<file path="src/rtl/forward_hazard_unit.sv">
// Operand forwarding selector and load-use stall generator for an in-order
// pipeline, with a stall watchdog and saturating activity counters.
module forward_hazard_unit #(
  parameter int NUM_SRC   = 2,
  parameter int NUM_STG   = 2,
  parameter int ADDR_W    = 5,
  parameter int MAX_STALL = 15,
  localparam int SEL_W    = $clog2(NUM_STG + 1)
) (
  input  logic                      clk,
  input  logic                      rst_n,
  input  logic [NUM_SRC*ADDR_W-1:0] src_addr,
  input  logic [NUM_SRC-1:0]        src_valid,
  input  logic [NUM_STG-1:0]        stg_wr,
  input  logic [NUM_STG*ADDR_W-1:0] stg_addr,
  input  logic [NUM_STG-1:0]        stg_rdy,
  output logic [NUM_SRC*SEL_W-1:0]  fwd_sel,
  output logic                      stall,
  output logic                      wd_err,
  output logic [15:0]               stall_cnt,
  output logic [15:0]               fwd_cnt
);

  typedef enum logic {RUN, HOLD} stateT;

  stateT      state, nextState;
  logic [7:0] runCnt;
  logic       anyHazard;
  logic       anyFwd;
  logic       enterHold;
  logic       holdTick;
  logic       wdTrip;

  // Per-operand priority search: the first (nearest) matching stage wins,
  // and its readiness alone decides whether the operand hazards.
  always_comb begin : selLogic
    logic [SEL_W-1:0] sel;
    logic             selRdy;
    logic             found;
    fwd_sel   = '0;
    anyHazard = 1'b0;
    for (int unsigned i = 0; i < NUM_SRC; i++) begin
      sel    = '0;
      selRdy = 1'b1;
      found  = 1'b0;
      for (int unsigned k = 0; k < NUM_STG; k++) begin
        if (!found && src_valid[i] && stg_wr[k] &&
            (stg_addr[k*ADDR_W +: ADDR_W] != '0) &&
            (stg_addr[k*ADDR_W +: ADDR_W] == src_addr[i*ADDR_W +: ADDR_W])) begin
          found  = 1'b1;
          sel    = SEL_W'(k + 1);
          selRdy = stg_rdy[k];
        end
      end
      fwd_sel[i*SEL_W +: SEL_W] = sel;
      if (found && !selRdy) anyHazard = 1'b1;
    end
  end

  assign stall  = anyHazard & ~wd_err;
  assign anyFwd = |fwd_sel;

  // State register
  always_ff @(posedge clk or negedge rst_n) begin
    if (!rst_n) state <= RUN;
    else        state <= nextState;
  end

  // Next-state logic: the masked stall drives the FSM, so a tripped watchdog
  // sends it back to RUN.
  always_comb begin
    nextState = state;
    case (state)
      RUN:     if (stall)  nextState = HOLD;
      HOLD:    if (!stall) nextState = RUN;
      default: nextState = RUN;
    endcase
  end

  // FSM control outputs; the watchdog trips on the edge where the run counter
  // would reach MAX_STALL, giving MAX_STALL+1 stall cycles per episode.
  always_comb begin
    enterHold = (state == RUN)  && stall;
    holdTick  = (state == HOLD) && stall;
    wdTrip    = holdTick && (runCnt == 8'(MAX_STALL - 1));
  end

  // Run counter for the current stall episode
  always_ff @(posedge clk or negedge rst_n) begin
    if (!rst_n)         runCnt <= '0;
    else if (enterHold) runCnt <= '0;
    else if (holdTick)  runCnt <= runCnt + 8'd1;
  end

  // Sticky watchdog error, cleared only by reset
  always_ff @(posedge clk or negedge rst_n) begin
    if (!rst_n)      wd_err <= 1'b0;
    else if (wdTrip) wd_err <= 1'b1;
  end

  // Saturating stall and forward activity counters
  always_ff @(posedge clk or negedge rst_n) begin
    if (!rst_n) begin
      stall_cnt <= '0;
      fwd_cnt   <= '0;
    end else begin
      if (stall && (stall_cnt != '1))            stall_cnt <= stall_cnt + 16'd1;
      if (anyFwd && !stall && (fwd_cnt != '1))   fwd_cnt   <= fwd_cnt + 16'd1;
    end
  end

endmodule

</file>
<file path="config.mk">
export PLATFORM = sky130hd
export DESIGN_NAME = forward_hazard_unit
export DESIGN_NICKNAME = d
export VERILOG_FILES = /design/src/rtl/forward_hazard_unit.sv
export SDC_FILE = /design/constraint.sdc
export NUM_CORES = 1
export LEC_CHECK = 0
export BUFFER_PORTS_ARGS = -buffer_cell sky130_fd_sc_hd__buf_2
export CAP_MARGIN = 40
export CORE_ASPECT_RATIO = 1.1
export CORE_MARGIN = 4
export CORE_UTILIZATION = 40
export DETAILED_ROUTE_END_ITERATION = 6
export PLACE_DENSITY = 0.71
export REMOVE_ABC_BUFFERS = 1
export SETUP_SLACK_MARGIN = 0.1
export SLEW_MARGIN = 20
export SYNTH_ARGS = -nofsm -noshare
export SYNTH_HDL_FRONTEND = slang
export SYNTH_SLANG_ARGS = --single-unit
</file>
<file path="constraint.sdc">
create_clock -name clk -period 2.8 [get_ports clk]
set_input_delay 0.42 -clock clk [delete_from_list [all_inputs] [get_ports clk]]
set_output_delay 0.42 -clock clk [all_outputs]
set_load 0.01 [all_outputs]
</file>
# --- Yosys cells after proc, flatten, opt, wreduce, memory -nomap -nowiden ---
# Cells that the tools add are included.
totals:
  elab_cells: 66
  mem_count: 0
  in_bits: 28
  latch_bits: 0
  output_inout_bits: 38
  ramBits: 0
  register_bits: 42
  rom_bits: 0
op_classes:
  n_shift: 0
  eq_ne: 7
  n_mux: 17
  multipliers: 0
  n_reduce_logical: 31
  div: 0
  addsub: 3
  n_lt_le_gt_ge: 0
  n_bitwise: 3
ops:
  columns: ["op", "count"]
  rows:
  - ["$add A16 B1 Y16 const B", 2]
  - ["$ne A16 B16 Y1 const B", 2]
  - ["$logic_and A1 B1 Y1", 22]
  - ["$eq A5 B5 Y1", 4]
  - ["$mux W8", 2]
  - ["$mux W1", 13]
  - ["$reduce_bool A5 Y1", 2]
  - ["$add A8 B1 Y8 const B", 1]
  - ["$eq A8 B4 Y1 const B", 1]
  - ["$logic_not A1 Y1", 5]
  - ["$mux W2", 2]
  - ["$reduce_or A4 Y1", 1]
  - ["$not A1 Y1", 2]
  - ["$reduce_bool A2 Y1", 1]
  - ["$and A1 B1 Y1", 1]

# --- Logic depth before layout (Yosys ltp) ---
logic_depth:
  ltp_word: 18
  depth_mapped: 10
  depth_no_buf: 9

# --- Worst setup path after synthesis ---
# OpenSTA, ideal clock, no wires.
synth_timing:
  kind: "input to register"
  start: "in stg_addr[5]"
  end: "reg fwd_cnt[2]"
  arrival_ps: 2259
  cell_stages: 8
  n_path_buf: 1
  path_slack_ps: 413
  setup_ps: 127
  required_ps: 2673
  path_cell_list: "or4_4 -> o21ai_2 -> nand4b_4 -> or4b_4 -> o211a_1 -> buf_6 -> and3_1 -> xor2_1"
synth_between:
  elab_chain_cells: 12
  word_cells_on_any_way: 24
  cone_classes: "eq/ne (2); mux (8); bitwise (1); reduce/logical (13)"
synth_lines:
  columns: ["element", "line_no", "text"]
  rows:
  - ["from (decl)", "15", "input logic [NUM_STG*ADDR_W-1:0] stg_addr,"]
  - ["$reduce_bool A5 Y1", "48", "(stg_addr[k*ADDR_W +: ADDR_W] != '0) &&"]
  - ["$logic_and A1 B1 Y1", "47", "if (!found && src_valid[i] && stg_wr[k] &&"]
  - ["$logic_and A1 B1 Y1", "48", null]
  - ["$mux W1", "47", null]
  - ["$logic_not A1 Y1", "56", "if (found && !selRdy) anyHazard = 1'b1;"]
  - ["$logic_and A1 B1 Y1", "56", null]
  - ["$mux W1 (2 in series)", "56", null]
  - ["$and A1 B1 Y1", "60", "assign stall = anyHazard & ~wd_err;"]
  - ["$logic_not A1 Y1", "108", "if (anyFwd && !stall && (fwd_cnt != '1)) fwd_cnt <= fwd_cnt + 16'd1;"]
  - ["$logic_and A1 B1 Y1 * (2 in series)", "108", null]
  - ["to (signal assigned)", "108", null]
  - ["to (decl)", "21", "output logic [15:0] fwd_cnt"]
# Every way passes the cells marked *; elsewhere a longest branch is shown, timed or not.
# A chain may end at the register's enable or synchronous reset.

# --- Final worst setup path ---
layout_timing:
  start: "in stg_addr[4]"
  end: "out stall"
layout_between:
  elab_chain_cells: 15
  word_cells_on_any_way: 32
  cone_classes: "eq/ne (2); mux (10); bitwise (1); reduce/logical (19)"
layout_lines:
  columns: ["element", "line_no", "text"]
  rows:
  - ["$reduce_bool A5 Y1", "48", null]
  - ["$logic_and A1 B1 Y1", "47", null]
  - ["$logic_and A1 B1 Y1", "48", null]
  - ["$mux W1", "47", null]
  - ["$logic_not A1 Y1", "47", null]
  - ["$logic_and A1 B1 Y1 (3 in series)", "47", null]
  - ["$logic_and A1 B1 Y1", "48", null]
  - ["$mux W1", "47", null]
  - ["$logic_not A1 Y1", "56", null]
  - ["$logic_and A1 B1 Y1", "56", null]
  - ["$mux W1", "56", null]
  - ["$mux W1 *", "56", null]
  - ["$and A1 B1 Y1 *", "60", null]
  - ["to (decl)", "18", "output logic stall,"]
# Marked as above.

==> flow_summary_export.csv <==
group,metric,value,unit
route,firstDrtPassIters,4,
setup_path,slowest_delay,0.40,ns
setup_path,cp_max_fo,6,
route,wl_per_cell,13.54,µm
timing,tightest_slew,0.4954,ns
clock_network,cts_resized,0,
route,routed_wl,5294,µm
synthesis,synthTopCellsByArea,"dfrtp_1 (43%), xor2_1 (9.3%), xnor2_1 (7.5%)",
global_route,grt_max_degree,26,
clock_network,cts_buffers,5,
timing,post-route-period-util,0.9032,
layout,areaGrowthSynthToFinish,21.10,%
synthesis,ys_ff_latch,42,
worst_hold_path,hp-class,"in -> async",
synthesis,synth-async-reset-ratio,1.000,
setup_path,path_buf_inv,3,
power_and_ir_drop,ir_drop,298.1,µV
setup_path,slowest_stage,"and4_1",
setup_path,critical-path-top-delay-family,"simple AND/OR/NAND/NOR gates",
global_route,grt_pass1_vias,2031,
global_route,grt_pass1_wl,9363,µm
floorplan,num_rows,29,
synthesis,ys_types,45,
timing,finClkSkew,0.004881,ns
layout,drive_above_1_share,0.2898,
setup_path,worst_path_most_repeated_cell,"buf_2",
floorplan,die_h,90.06,µm
setup_path,worst_ep_arrival_time,2.11,ns
floorplan,die_area,0.007439,mm²
layout,fill_cells,556,
place,place.gp.congestion,0.8612,
clock_network,clk_path_buf_depth,2,
clock_network,cts_hold_buffers,0,
setup_path,worstPathCellList,"buf_2 > xor2_1 > nor4_1 > and4_1 > a2bb2oi_4 > o21a_1 > inv_1 > buf_2",
clock_network,insertion_delay,0.29,ns
synthesis,synth_area,0.002449,mm²
route,ant_nets,0,
synthesis,yosysSeqAreaShare,0.4292,
clock_network,postCtsSetupBuffers,0,
floorplan,pin_count,66,
synthesis,ys.flop_type,"dfrtp_1",
floorplan,core_area,0.005842,mm²
global_route,antenna_found_initial,0,
place,dp_hpwl,4247,µm
clock_network,htree_levels,2,
timing,hold_viol,0,
timing,grt_setup_unrepaired,"false",
place,portBuffers,65,
outcome,status,"completed",
setup_path,startpoint_type,"primary input",
place,dpl-instance-area,0.002883,mm²
layout,final_area,0.002965,mm²
timing,finalSetupTns,0,ns
flow_run,maxCapViolations,0,
synthesis,synth-edff-count,0,
timing,setup_viol,0,
power_and_ir_drop,p_per_area,437.8,mW/mm²
power_and_ir_drop,p_leak,1.488,nW
synthesis,postSynthAreaPerCell,10.04,µm²
clock_network,cts_tree,"built",
timing,max-slew-margin-rel,0.6672,
global_route,grt_use_total,0.1562,
floorplan,initial_core_util,0.4191,
route,via_per_inst,5.205,
layout,final_nets,347,
setup_path,critPathRequiredTime,2.38,ns
setup_path,setup.worst_path.class,"in -> out",
synthesis,synth_top_area_cell,"dfrtp_1",
route,route.detailed.drc,0,
layout,diodes,0,
synthesis,netlist.area_leader.share,0.4292,
timing,clock.fmax,0.3954,GHz
route,vias,2035,
clock_network,cts.sinks,42,
setup_path,end_kind,"output pin",
global_route,overflow,0,
timing,period_minus_slack,2.529,ns
floorplan,die-width,82.60,µm
clock_network,cts-root-buf,"clkbuf_8",
timing,slew_violations,0,
clock_network,clkTransAtPathRegs,0.07,ns
route,drtIter0Drc,95,
synthesis,ys_warn_count,0,
synthesis,synthCells,244,
## report_power, final
| group | internal [mW] | switching, mW |
|---|---|---|
| Clock | 0.190 | 0.187 |
| Sequential | 0.653 | 0.0507 |
| Combinational | 0.105 | 0.113 |
## cell families after synthesis
logic type	share of synthesized area
flip-flops	0.4292
XOR/XNOR	0.1681
adder cells (fa/ha/maj)	0.02044
AND/OR/NAND/NOR	0.2570
multiplexers	0.01839
AO/OA/AOI/OAI	0.07563
buffers and inverters	0.03116
## area by class of cell
type | count | area [µm²] | area share
timing repair buffer | 69 | 380.4 | 0.1283
clock buffer | 6 | 82.58 | 0.02785
inverter | 9 | 33.78 | 0.01139
sequential | 42 | 1051 | 0.3544
tap | 77 | 96.34 | 0.03249
multi-input combinational | 188 | 1321 | 0.4456
## Yosys cell counts, drive strengths merged (4+ instances only)
library cell	number
mux2	4
dfrtp	42
xor2	26
nor2	11
ha	4
inv	9
xnor2	21
nand3	18
buf	4
nand4	7
nor4	10
o21ai	9
nor3	14
and3	6
nand2	23
## sequential cells by signal (all words and copies together), names as in the netlist
register,cells
state,1
fwd_cnt,16
runCnt,8
wd_err,1
stall_cnt,16
## stage by stage
stage	util	worst slack (ns)	power, mW	hold slack (ns)	cells
3_3_place_gp	0.4900	0.1673	0.9289	0.4785	384
5_1_grt	0.5076	0.1901	1.382	0.08454	391
4_1_cts	0.5076	0.3003	1.324	0.06522	391
3_5_place_dp	0.4935	0.1532	0.9392	0.3866	385
6_report	0.5076	0.2710	1.298	0.06037	391
2_1_floorplan	-	0.2456	0.8220	0.1244	239
## per-layer routing
metal,track usage,vias up,wire (µm)
met1,0.2063,976,2313
met4,0.02861,0,42
met3,0.04200,6,261
met5,0,-,0
li1,-,1016,-
met2,0.2560,37,2676
## worst paths after layout
path	start	to	slack, ns	depth (start not counted)
max in group asynchronous	rst_n	fwd_cnt[10]	2.26	2
setup reg to reg	fwd_cnt[4]	fwd_cnt[1]	0.53	6
setup / recovery	stg_addr[4]	stall	0.27	8
hold / removal	rst_n	stall_cnt[0]	0.06	1
min in group clk	stall_cnt[7]	stall_cnt[7]	0.49	1
hold reg to reg	stall_cnt[7]	stall_cnt[7]	0.49	1
## worst register-to-register path, cell delays in order (launching register included)
cell and delay, ns:
dfrtp_1 0.44, and4_1 0.26, nand3_1 0.15, or2_2 0.35, or3_1 0.48, nand2_1 0.15, mux2_2 0.34
## layout by cell type, fill, tap and decap left out, types with 2 or more instances in the layout
| cell type | count |
|---|---|
| a21oi_1 | 2 |
| and2_1 | 3 |
| and3_1 | 6 |
| and4_1 | 2 |
| buf_12 | 2 |
| buf_2 | 65 |
| buf_4 | 2 |
| clkbuf_8 | 6 |
| dfrtp_1 | 42 |
| ha_1 | 4 |
| inv_1 | 9 |
| mux2_2 | 4 |
| nand2_1 | 23 |
| nand3_1 | 18 |
| nand4_1 | 7 |
| nor2_1 | 11 |
| nor3_1 | 13 |
| nor4_1 | 8 |
| nor4b_1 | 2 |
| o21ai_0 | 7 |
| o31ai_1 | 3 |
| o41ai_1 | 2 |
| or2_2 | 2 |
| or3_1 | 3 |
| or4_1 | 2 |
| xnor2_1 | 21 |
| xor2_1 | 26 |
(Power assumes the default switching activity.)
